[src/rtl/ctrl_pkg.sv]
// ctrl_seq shared constants: state encodings, opcodes, IR field positions.
// Optional sticky illegal-opcode trap enabled by ILLEGAL_TRAP_EN.
package ctrl_pkg;

  localparam int IW_DEF   = 9;
  localparam int NREG_DEF = 8;
  localparam int CNT_DEF  = 16;

  typedef enum logic [4:0] {
    S_IDLE   = 5'b11111,
    S_FETCH  = 5'b10000,
    S_DECODE = 5'b00000,
    S_LOAD   = 5'b00001,
    S_MOV    = 5'b00010,
    S_ALU1   = 5'b00011,
    S_ALU2   = 5'b00100,
    S_ALU3   = 5'b00101
  } state_e;

  typedef enum logic [2:0] {
    OP_LOAD = 3'b000,
    OP_MOV  = 3'b001,
    OP_ADD  = 3'b010,
    OP_XOR  = 3'b011,
    OP_OR   = 3'b100,
    OP_AND  = 3'b101
  } op_e;

  function automatic int op_lsb(int iw);
    return iw - 3;
  endfunction

  function automatic int rx_lsb(int iw);
    return iw - 6;
  endfunction

endpackage

[src/rtl/ctrl_seq_if.sv]
// ctrl_seq bus: instruction input, next-state loop and datapath strobes.
// master = sequencer side, slave = datapath / next-state side.
interface ctrl_seq_if #(
  parameter int IW    = 9,
  parameter int NREG  = 8,
  parameter int CNT_W = 16
);
  logic [IW-1:0]    din;
  logic [4:0]       next_state_i;
  logic [4:0]       state_o;
  logic [2:0]       code_o;
  logic             ir_in;
  logic             din_out;
  logic [NREG-1:0]  rx_in;
  logic [NREG-1:0]  rx_out;
  logic [NREG-1:0]  ry_out;
  logic             a_in;
  logic             g_in;
  logic             g_out;
  logic [2:0]       alu_op;
  logic             done;
  logic [CNT_W-1:0] instr_count;
  logic             illegal_op;

  modport master (
    input  din, next_state_i,
    output state_o, code_o, ir_in, din_out,
    output rx_in, rx_out, ry_out,
    output a_in, g_in, g_out, alu_op,
    output done, instr_count, illegal_op
  );

  modport slave (
    output din, next_state_i,
    input  state_o, code_o, ir_in, din_out,
    input  rx_in, rx_out, ry_out,
    input  a_in, g_in, g_out, alu_op,
    input  done, instr_count, illegal_op
  );
endinterface

[src/rtl/ctrl_seq_onehot_dec.sv]
// 3-bit register index to NREG-wide one-hot select, gated by enable.
module onehot_dec #(
  parameter int NREG = 8
) (
  input  logic            en,
  input  logic [2:0]      idx,
  output logic [NREG-1:0] oh
);
  assign oh = en ? (NREG'(1) << idx) : '0;
endmodule

[src/rtl/ctrl_seq.sv]
// Control sequencer: state register, IR, Moore strobe decode, retire count.
// Define ILLEGAL_TRAP_EN for the sticky illegal-opcode flag.
module ctrl_seq #(
  parameter int IW    = 9,
  parameter int NREG  = 8,
  parameter int CNT_W = 16
) (
  input  logic       clk,
  input  logic       rst,
  ctrl_seq_if.master bus
);
  import ctrl_pkg::*;

  localparam int OPL = op_lsb(IW);
  localparam int RXL = rx_lsb(IW);

  logic [4:0]       state;
  logic [IW-1:0]    ir;
  logic [CNT_W-1:0] cnt;
  logic [2:0]       code;
  logic [2:0]       rx;
  logic [2:0]       ry;

  assign code = ir[OPL +: 3];
  assign rx   = ir[RXL +: 3];
  assign ry   = ir[2:0];

  logic st_fetch, st_load, st_mov;
  logic st_alu1, st_alu2, st_alu3;

  assign st_fetch = state == S_FETCH;
  assign st_load  = state == S_LOAD;
  assign st_mov   = state == S_MOV;
  assign st_alu1  = state == S_ALU1;
  assign st_alu2  = state == S_ALU2;
  assign st_alu3  = state == S_ALU3;

  logic       ir_ld;
  logic       dout;
  logic       rxin_en;
  logic       rxout_en;
  logic       ryout_en;
  logic       a_ld;
  logic       g_ld;
  logic       g_drv;
  logic [2:0] op;
  logic       done;

  // No transition checks here: the next-state block owns sequencing.
  always_ff @(posedge clk) begin
    if (rst) begin
      state <= S_IDLE;
      ir    <= '0;
      cnt   <= '0;
    end else begin
      state <= bus.next_state_i;
      if (ir_ld) ir <= bus.din;
      if (done) cnt <= cnt + 1'b1;
    end
  end

  always_comb begin
    ir_ld    = 1'b0;
    dout     = 1'b0;
    rxin_en  = 1'b0;
    rxout_en = 1'b0;
    ryout_en = 1'b0;
    a_ld     = 1'b0;
    g_ld     = 1'b0;
    g_drv    = 1'b0;
    op       = 3'b000;
    done     = 1'b0;
    unique case (1'b1)
      st_fetch: ir_ld = 1'b1;
      st_load: begin
        dout    = 1'b1;
        rxin_en = 1'b1;
        done    = 1'b1;
      end
      st_mov: begin
        ryout_en = 1'b1;
        rxin_en  = 1'b1;
        done     = 1'b1;
      end
      st_alu1: begin
        rxout_en = 1'b1;
        a_ld     = 1'b1;
      end
      st_alu2: begin
        ryout_en = 1'b1;
        g_ld     = 1'b1;
        op       = code;
      end
      st_alu3: begin
        g_drv   = 1'b1;
        rxin_en = 1'b1;
        done    = 1'b1;
      end
      default: ;
    endcase
  end

  onehot_dec #(.NREG(NREG)) u_rxin (
    .en  (rxin_en),
    .idx (rx),
    .oh  (bus.rx_in)
  );

  onehot_dec #(.NREG(NREG)) u_rxout (
    .en  (rxout_en),
    .idx (rx),
    .oh  (bus.rx_out)
  );

  onehot_dec #(.NREG(NREG)) u_ryout (
    .en  (ryout_en),
    .idx (ry),
    .oh  (bus.ry_out)
  );

  assign bus.state_o     = state;
  assign bus.code_o      = code;
  assign bus.ir_in       = ir_ld;
  assign bus.din_out     = dout;
  assign bus.a_in        = a_ld;
  assign bus.g_in        = g_ld;
  assign bus.g_out       = g_drv;
  assign bus.alu_op      = op;
  assign bus.done        = done;
  assign bus.instr_count = cnt;

`ifdef ILLEGAL_TRAP_EN
  logic ill_q;

  // Opcodes 110/111 are unassigned; flag them once decoded.
  always_ff @(posedge clk) begin
    if (rst) begin
      ill_q <= 1'b0;
    end else if (state == S_DECODE && code[2:1] == 2'b11) begin
      ill_q <= 1'b1;
    end
  end

  assign bus.illegal_op = ill_q;
`else
  assign bus.illegal_op = 1'b0;
`endif

endmodule
[src/flat_wrapper.sv]
// flat-port wrapper written by rule: the top's interface ports become plain ports
module ctrl_seq_flat import ctrl_pkg::*;
#(
  parameter int IW    = 9,
  parameter int NREG  = 8,
  parameter int CNT_W = 16
)
  (clk, rst, bus_din, bus_next_state_i, bus_state_o, bus_code_o, bus_ir_in, bus_din_out, bus_rx_in, bus_rx_out, bus_ry_out, bus_a_in, bus_g_in, bus_g_out, bus_alu_op, bus_done, bus_instr_count, bus_illegal_op);
  ctrl_seq_if #(.IW(IW), .NREG(NREG), .CNT_W(CNT_W)) bus_i ();
  input  logic clk;
  input  logic rst;
  input wire logic [$bits(bus_i.din)-1:0] bus_din;
  input wire logic [$bits(bus_i.next_state_i)-1:0] bus_next_state_i;
  output wire logic [$bits(bus_i.state_o)-1:0] bus_state_o;
  output wire logic [$bits(bus_i.code_o)-1:0] bus_code_o;
  output wire logic [$bits(bus_i.ir_in)-1:0] bus_ir_in;
  output wire logic [$bits(bus_i.din_out)-1:0] bus_din_out;
  output wire logic [$bits(bus_i.rx_in)-1:0] bus_rx_in;
  output wire logic [$bits(bus_i.rx_out)-1:0] bus_rx_out;
  output wire logic [$bits(bus_i.ry_out)-1:0] bus_ry_out;
  output wire logic [$bits(bus_i.a_in)-1:0] bus_a_in;
  output wire logic [$bits(bus_i.g_in)-1:0] bus_g_in;
  output wire logic [$bits(bus_i.g_out)-1:0] bus_g_out;
  output wire logic [$bits(bus_i.alu_op)-1:0] bus_alu_op;
  output wire logic [$bits(bus_i.done)-1:0] bus_done;
  output wire logic [$bits(bus_i.instr_count)-1:0] bus_instr_count;
  output wire logic [$bits(bus_i.illegal_op)-1:0] bus_illegal_op;
  assign bus_i.din = bus_din;
  assign bus_i.next_state_i = bus_next_state_i;
  assign bus_state_o = bus_i.state_o;
  assign bus_code_o = bus_i.code_o;
  assign bus_ir_in = bus_i.ir_in;
  assign bus_din_out = bus_i.din_out;
  assign bus_rx_in = bus_i.rx_in;
  assign bus_rx_out = bus_i.rx_out;
  assign bus_ry_out = bus_i.ry_out;
  assign bus_a_in = bus_i.a_in;
  assign bus_g_in = bus_i.g_in;
  assign bus_g_out = bus_i.g_out;
  assign bus_alu_op = bus_i.alu_op;
  assign bus_done = bus_i.done;
  assign bus_instr_count = bus_i.instr_count;
  assign bus_illegal_op = bus_i.illegal_op;
  ctrl_seq #(.IW(IW), .NREG(NREG), .CNT_W(CNT_W)) u_core (.clk(clk), .rst(rst), .bus(bus_i));
endmodule
[config.mk]
export PLATFORM = sky130hd
export DESIGN_NAME = ctrl_seq_flat
export DESIGN_NICKNAME = d
export VERILOG_FILES = /design/src/rtl/ctrl_pkg.sv /design/src/rtl/ctrl_seq_if.sv /design/src/rtl/ctrl_seq_onehot_dec.sv /design/src/rtl/ctrl_seq.sv /design/src/flat_wrapper.sv
export SDC_FILE = /design/constraint.sdc
export NUM_CORES = 1
export LEC_CHECK = 0
export ABC_AREA = 1
export BUFFER_PORTS_ARGS = -buffer_cell sky130_fd_sc_hd__buf_4
export CAP_MARGIN = 15
export CORE_MARGIN = 1.5
export CORE_UTILIZATION = 31
export DETAILED_ROUTE_END_ITERATION = 10
export PLACE_DENSITY = 0.53
export SLEW_MARGIN = 40
export SYNTH_ARGS = -nofsm -noshare
export SYNTH_HDL_FRONTEND = slang
export SYNTH_SLANG_ARGS = --single-unit
[constraint.sdc]
create_clock -name clk -period 1.7 [get_ports clk]
set_input_delay 0.425 -clock clk [delete_from_list [all_inputs] [get_ports clk]]
set_output_delay 0.425 -clock clk [all_outputs]
set_load 0.005 [all_outputs]
==> results by stage <==
Critical path:
- The critical register-to-register path startpoint is u_core.bus.state_o[0]$_SDFF_PP1_.
- The length in cells of the worst reg-to-reg path is 10.
- The critical path goes through inv_4 -> nor2_4 -> nand2_2 -> nand2_4 -> clkinv_4 -> nor2_2 -> buf_4.
- The highest cell delay on the worst timing path is 380 ps.
- The required time of the critical path is 1270 ps.
- The startpoint type of the worst setup path is a flop.
- The worst setup path is of the reg2out kind.
- Data arrives at the worst endpoint at 1340 ps.
- In this run the worst setup path terminates at bus_rx_in[1].
- The sort of element at the end of the critical path is an output port.
- The largest individual stage delay along the critical path comes from the cell sky130_fd_sc_hd__dfxtp_4.
- The worst-case register-to-register setup slack is 280 ps.
- The highest net fanout along the worst path is 5.
- The startpoint of the worst setup timing path is u_core.bus.state_o[0]$_SDFF_PP1_.
- The destination of the worst register-to-register timing path is u_core.bus.instr_count[12]$_SDFFE_PP0P_.

Layout:
- The library cell used most frequently in the layout, excluding fill and tap cells, is sky130_fd_sc_hd__buf_4.
- Leaving out filler cells and counting taps, the final layout contains 406.
- The layout has 557 filler cells.
- 0 antenna diodes ended up in the layout.
- The net count reported at finish is 353.
- The top cell types in the final layout, fill and taps aside, are sky130_fd_sc_hd__buf_4 (78), sky130_fd_sc_hd__nor2_1 (41), sky130_fd_sc_hd__nand2_1 (41).
- The share of post-route cells with drive strength above 1 is 38.4%.
- Relative to the synthesized area, the layout overhead comes to 56.0%.
- The utilization after layout is 49.7%.

GRT:
- The number of global-route vias before repair is 1518.
- The global-route usage over all layers is 16.0%.
- The initial antenna violation count was 0.
- The pin count of the biggest net entering global routing is 26.
- The aggregate global routing overflow is 0.
- The global-route wire length before repair is 6850 um.

Route:
- For this block, the routed nets add up to 4430 um of wire.
- The iteration-0 DRC count of the detailed router is 55.
- The count of nets left with antenna violations once routing finished came out at 0.
- The number of optimization iterations in the first detailed-route pass is 4.
- The post-route DRC violation count is 0.
- The detail-routed net length per standard cell is 10.9 um.
- The total number of vias is 1819.
- Dividing the detail-routed via count by the number of cells gives 4.48.

Floorplanning:
- The number of top-level design ports is 74.
- The effective utilization at floorplan is 31.9%.
- The area of the die is 5660 um2.
- Row generation in the floorplan step produced 26 rows.
- The total core area is 5070 um2.
- From bottom edge to top edge, the die measures 75.2 um.
- In this run the horizontal extent of the chip is 75.2 um.

Placed design:
- The HPWL after detailed placement is 3270 um.
- The port buffer count is 72.
- The final weighted congestion of routability-driven global placement is 0.811.
- The number of cells in the design after placement is 393.

STA:
- The post-route minimum period is 1760 ps.
- The number of failing hold endpoints at the final stage came to 0.
- In the finished design, the share of the clock period the worst path needs comes to 104%.
- Adding up every negative setup slack in the final design gives -905 ps.
- Setup violations remaining at the end of the flow were counted as 28.
- For the final database, setup skew stands at 5.66 ps.
- For this run, the top clock speed supported by timing is 567 MHz.
- The final worst-path setup slack is -62.2 ps.
- Setup repair after global routing could not meet its margin everywhere.
- The final count of pins violating max slew is 0.

Logic synthesis:
- The post-synthesis net count is 272.
- The post-synthesis area per instance is 6.34 um2.
- The number of register bits inferred by synthesis is 30.
- The number of different library cells used by synthesis comes to 25.
- The total of warnings raised by yosys is 0.
- The number of instances in the synthesized netlist is 255.
- The summed instance area of the synthesized netlist is 1620 um2.
- The register area share after synthesis is 37.1%.

Clocking:
- After clock tree synthesis, the clock-pin slew on the worst setup and hold paths is 60 ps.
- Clock latency on the worst-skew pair, taken at its later pin, is 280 ps.
- The H-tree generated during clock tree synthesis spans 2 levels.
- No sink is reached through more buffers than the 2 on the longest clock path.
- The clock sink count is 30.
- Clock tree synthesis inserted a total of 5 buffers.
- TritonCTS built the clock tree.
- The cell at the root of the clock tree is sky130_fd_sc_hd__clkbuf_8.

Power:
- The reported leakage power is 1.13 nW.
- The power per unit of standard cell area is 539 nW/um2.
- The maximum resistive drop on vdd is 0.000365 V.

Hold path:
- In this run the worst hold path is classified as in2reg.

Flow run:
- The tool flagged a number of max-cap violations equal to 0.

Outcome:
- The run finished, with violations left.
- The final reports fail on negative setup slack.
[per-stage QoR]
| stage | power (mW) | setup slack (ps) | area [um2] | hold WS [ps] |
|---|---|---|---|---|
| final | 1.36 | -62.2 | 2520 | 327 |
| after global routing | 1.43 | -138 | 2520 | 317 |
| after CTS | 1.37 | -70.7 | 2430 | 321 |
| after detailed placement | 0.821 | 55.2 | 2230 | 460 |
| after global placement | 0.820 | 117 | 2230 | 457 |
| after floorplan | 0.770 | 273 | 1620 | 444 |
[synth_stat cells]
cell type                  number  area share, %
sky130_fd_sc_hd__inv_1         34            7.9
sky130_fd_sc_hd__nor3_1         1           0.31
sky130_fd_sc_hd__conb_1         1           0.23
sky130_fd_sc_hd__nand3_1       25            7.7
sky130_fd_sc_hd__dfxtp_1       30             37
sky130_fd_sc_hd__or2_2          5            1.9
sky130_fd_sc_hd__a31oi_1        1           0.39
sky130_fd_sc_hd__nor2_1        56             13
sky130_fd_sc_hd__buf_1          1           0.23
sky130_fd_sc_hd__a21oi_1       17            5.3
sky130_fd_sc_hd__nand2_2        1           0.39
sky130_fd_sc_hd__nand2_1       45             10
sky130_fd_sc_hd__clkinv_1       2           0.46
sky130_fd_sc_hd__nand3_2        1           0.62
sky130_fd_sc_hd__ha_1           1           0.77
sky130_fd_sc_hd__nor2_2         4            1.5
sky130_fd_sc_hd__clkbuf_1       1           0.23
sky130_fd_sc_hd__buf_6          1           0.70
sky130_fd_sc_hd__and3_1         1           0.39
sky130_fd_sc_hd__buf_4          6            2.8
sky130_fd_sc_hd__nor2_4         1           0.70
sky130_fd_sc_hd__buf_2          1           0.31
sky130_fd_sc_hd__nor3b_1        1           0.46
sky130_fd_sc_hd__o21ai_0       11            3.4
sky130_fd_sc_hd__nand4_1        7            2.7
[where the power goes]
| group | switching, mW | internal [mW] |
|---|---|---|
| clock network | 0.256 | 0.281 |
| logic | 0.0414 | 0.0564 |
| registers | 0.0146 | 0.711 |
| total | 0.312 | 1.05 |
[worst min path at each step]
| stage | from | to | slack, ps | depth (start not counted) |
|---|---|---|---|---|
| after floorplan | u_core.ir[2]$_SDFFE_PP0P_ | u_core.ir[2]$_SDFFE_PP0P_ | 440 | 2 |
| after global placement | u_core.ir[2]$_SDFFE_PP0P_ | u_core.ir[2]$_SDFFE_PP0P_ | 460 | 2 |
| after detailed placement | u_core.ir[8]$_SDFFE_PP0P_ | u_core.ir[8]$_SDFFE_PP0P_ | 460 | 2 |
| after CTS | bus_next_state_i[2] | u_core.bus.state_o[2]$_SDFF_PP1_ | 320 | 2 |
| after global routing | bus_next_state_i[3] | u_core.bus.state_o[3]$_SDFF_PP1_ | 320 | 2 |
| final | bus_next_state_i[4] | u_core.bus.state_o[4]$_SDFF_PP1_ | 330 | 2 |
[layer usage]
layer	track usage [%]	wire, um	vias up
met4	4.17	24	0
li1	-	-	959
met5	0	0	-
met3	4.55	240	2
met1	21.4	1980	804
met2	25.6	2180	54
[cell type report]
type	instances	area (um2)	share of cell area, %
clock buffer	7	76.3	3.02
inverter	36	143	5.65
multi-input combinational	179	941	37.3
sequential	30	608	24.1
tap	70	87.6	3.47
timing repair buffer	83	659	26.1
timing repair inverter	1	8.76	0.347
[worst max-delay path: cells and delay by family (launching register included)]
family / cells / cell delay (ps)
and+or+nand+nor: 4 / 440
buffers and inverters: 3 / 250
DFF: 1 / 380
[state kept, by name, summed over array words and instances, names as in the netlist]
name / flops
u_core.bus.instr_count: 16
u_core.bus.state_o: 5
u_core.ir: 9
[what timing repair did]
item,CTS,global route
pin swaps,2,4
setup buffers,4,1
hold buffers,0,0
resized for setup,29,21
setup endpoints to repair,29,32
cloned,1,0
hold endpoints to repair,0,0
[logic make-up after synthesis]
| family | after synthesis | share of synthesized area [%] |
|---|---|---|
| flip-flops | 30 | 37.1 |
| adder cells (fa/ha/maj) | 1 | 0.773 |
| buffers and inverters | 46 | 12.6 |
| AND/OR/NAND/NOR | 148 | 40.2 |
| AO/OA/AOI/OAI | 29 | 9.05 |
| other | 1 | 0.232 |
(Power assumes the default switching activity.)
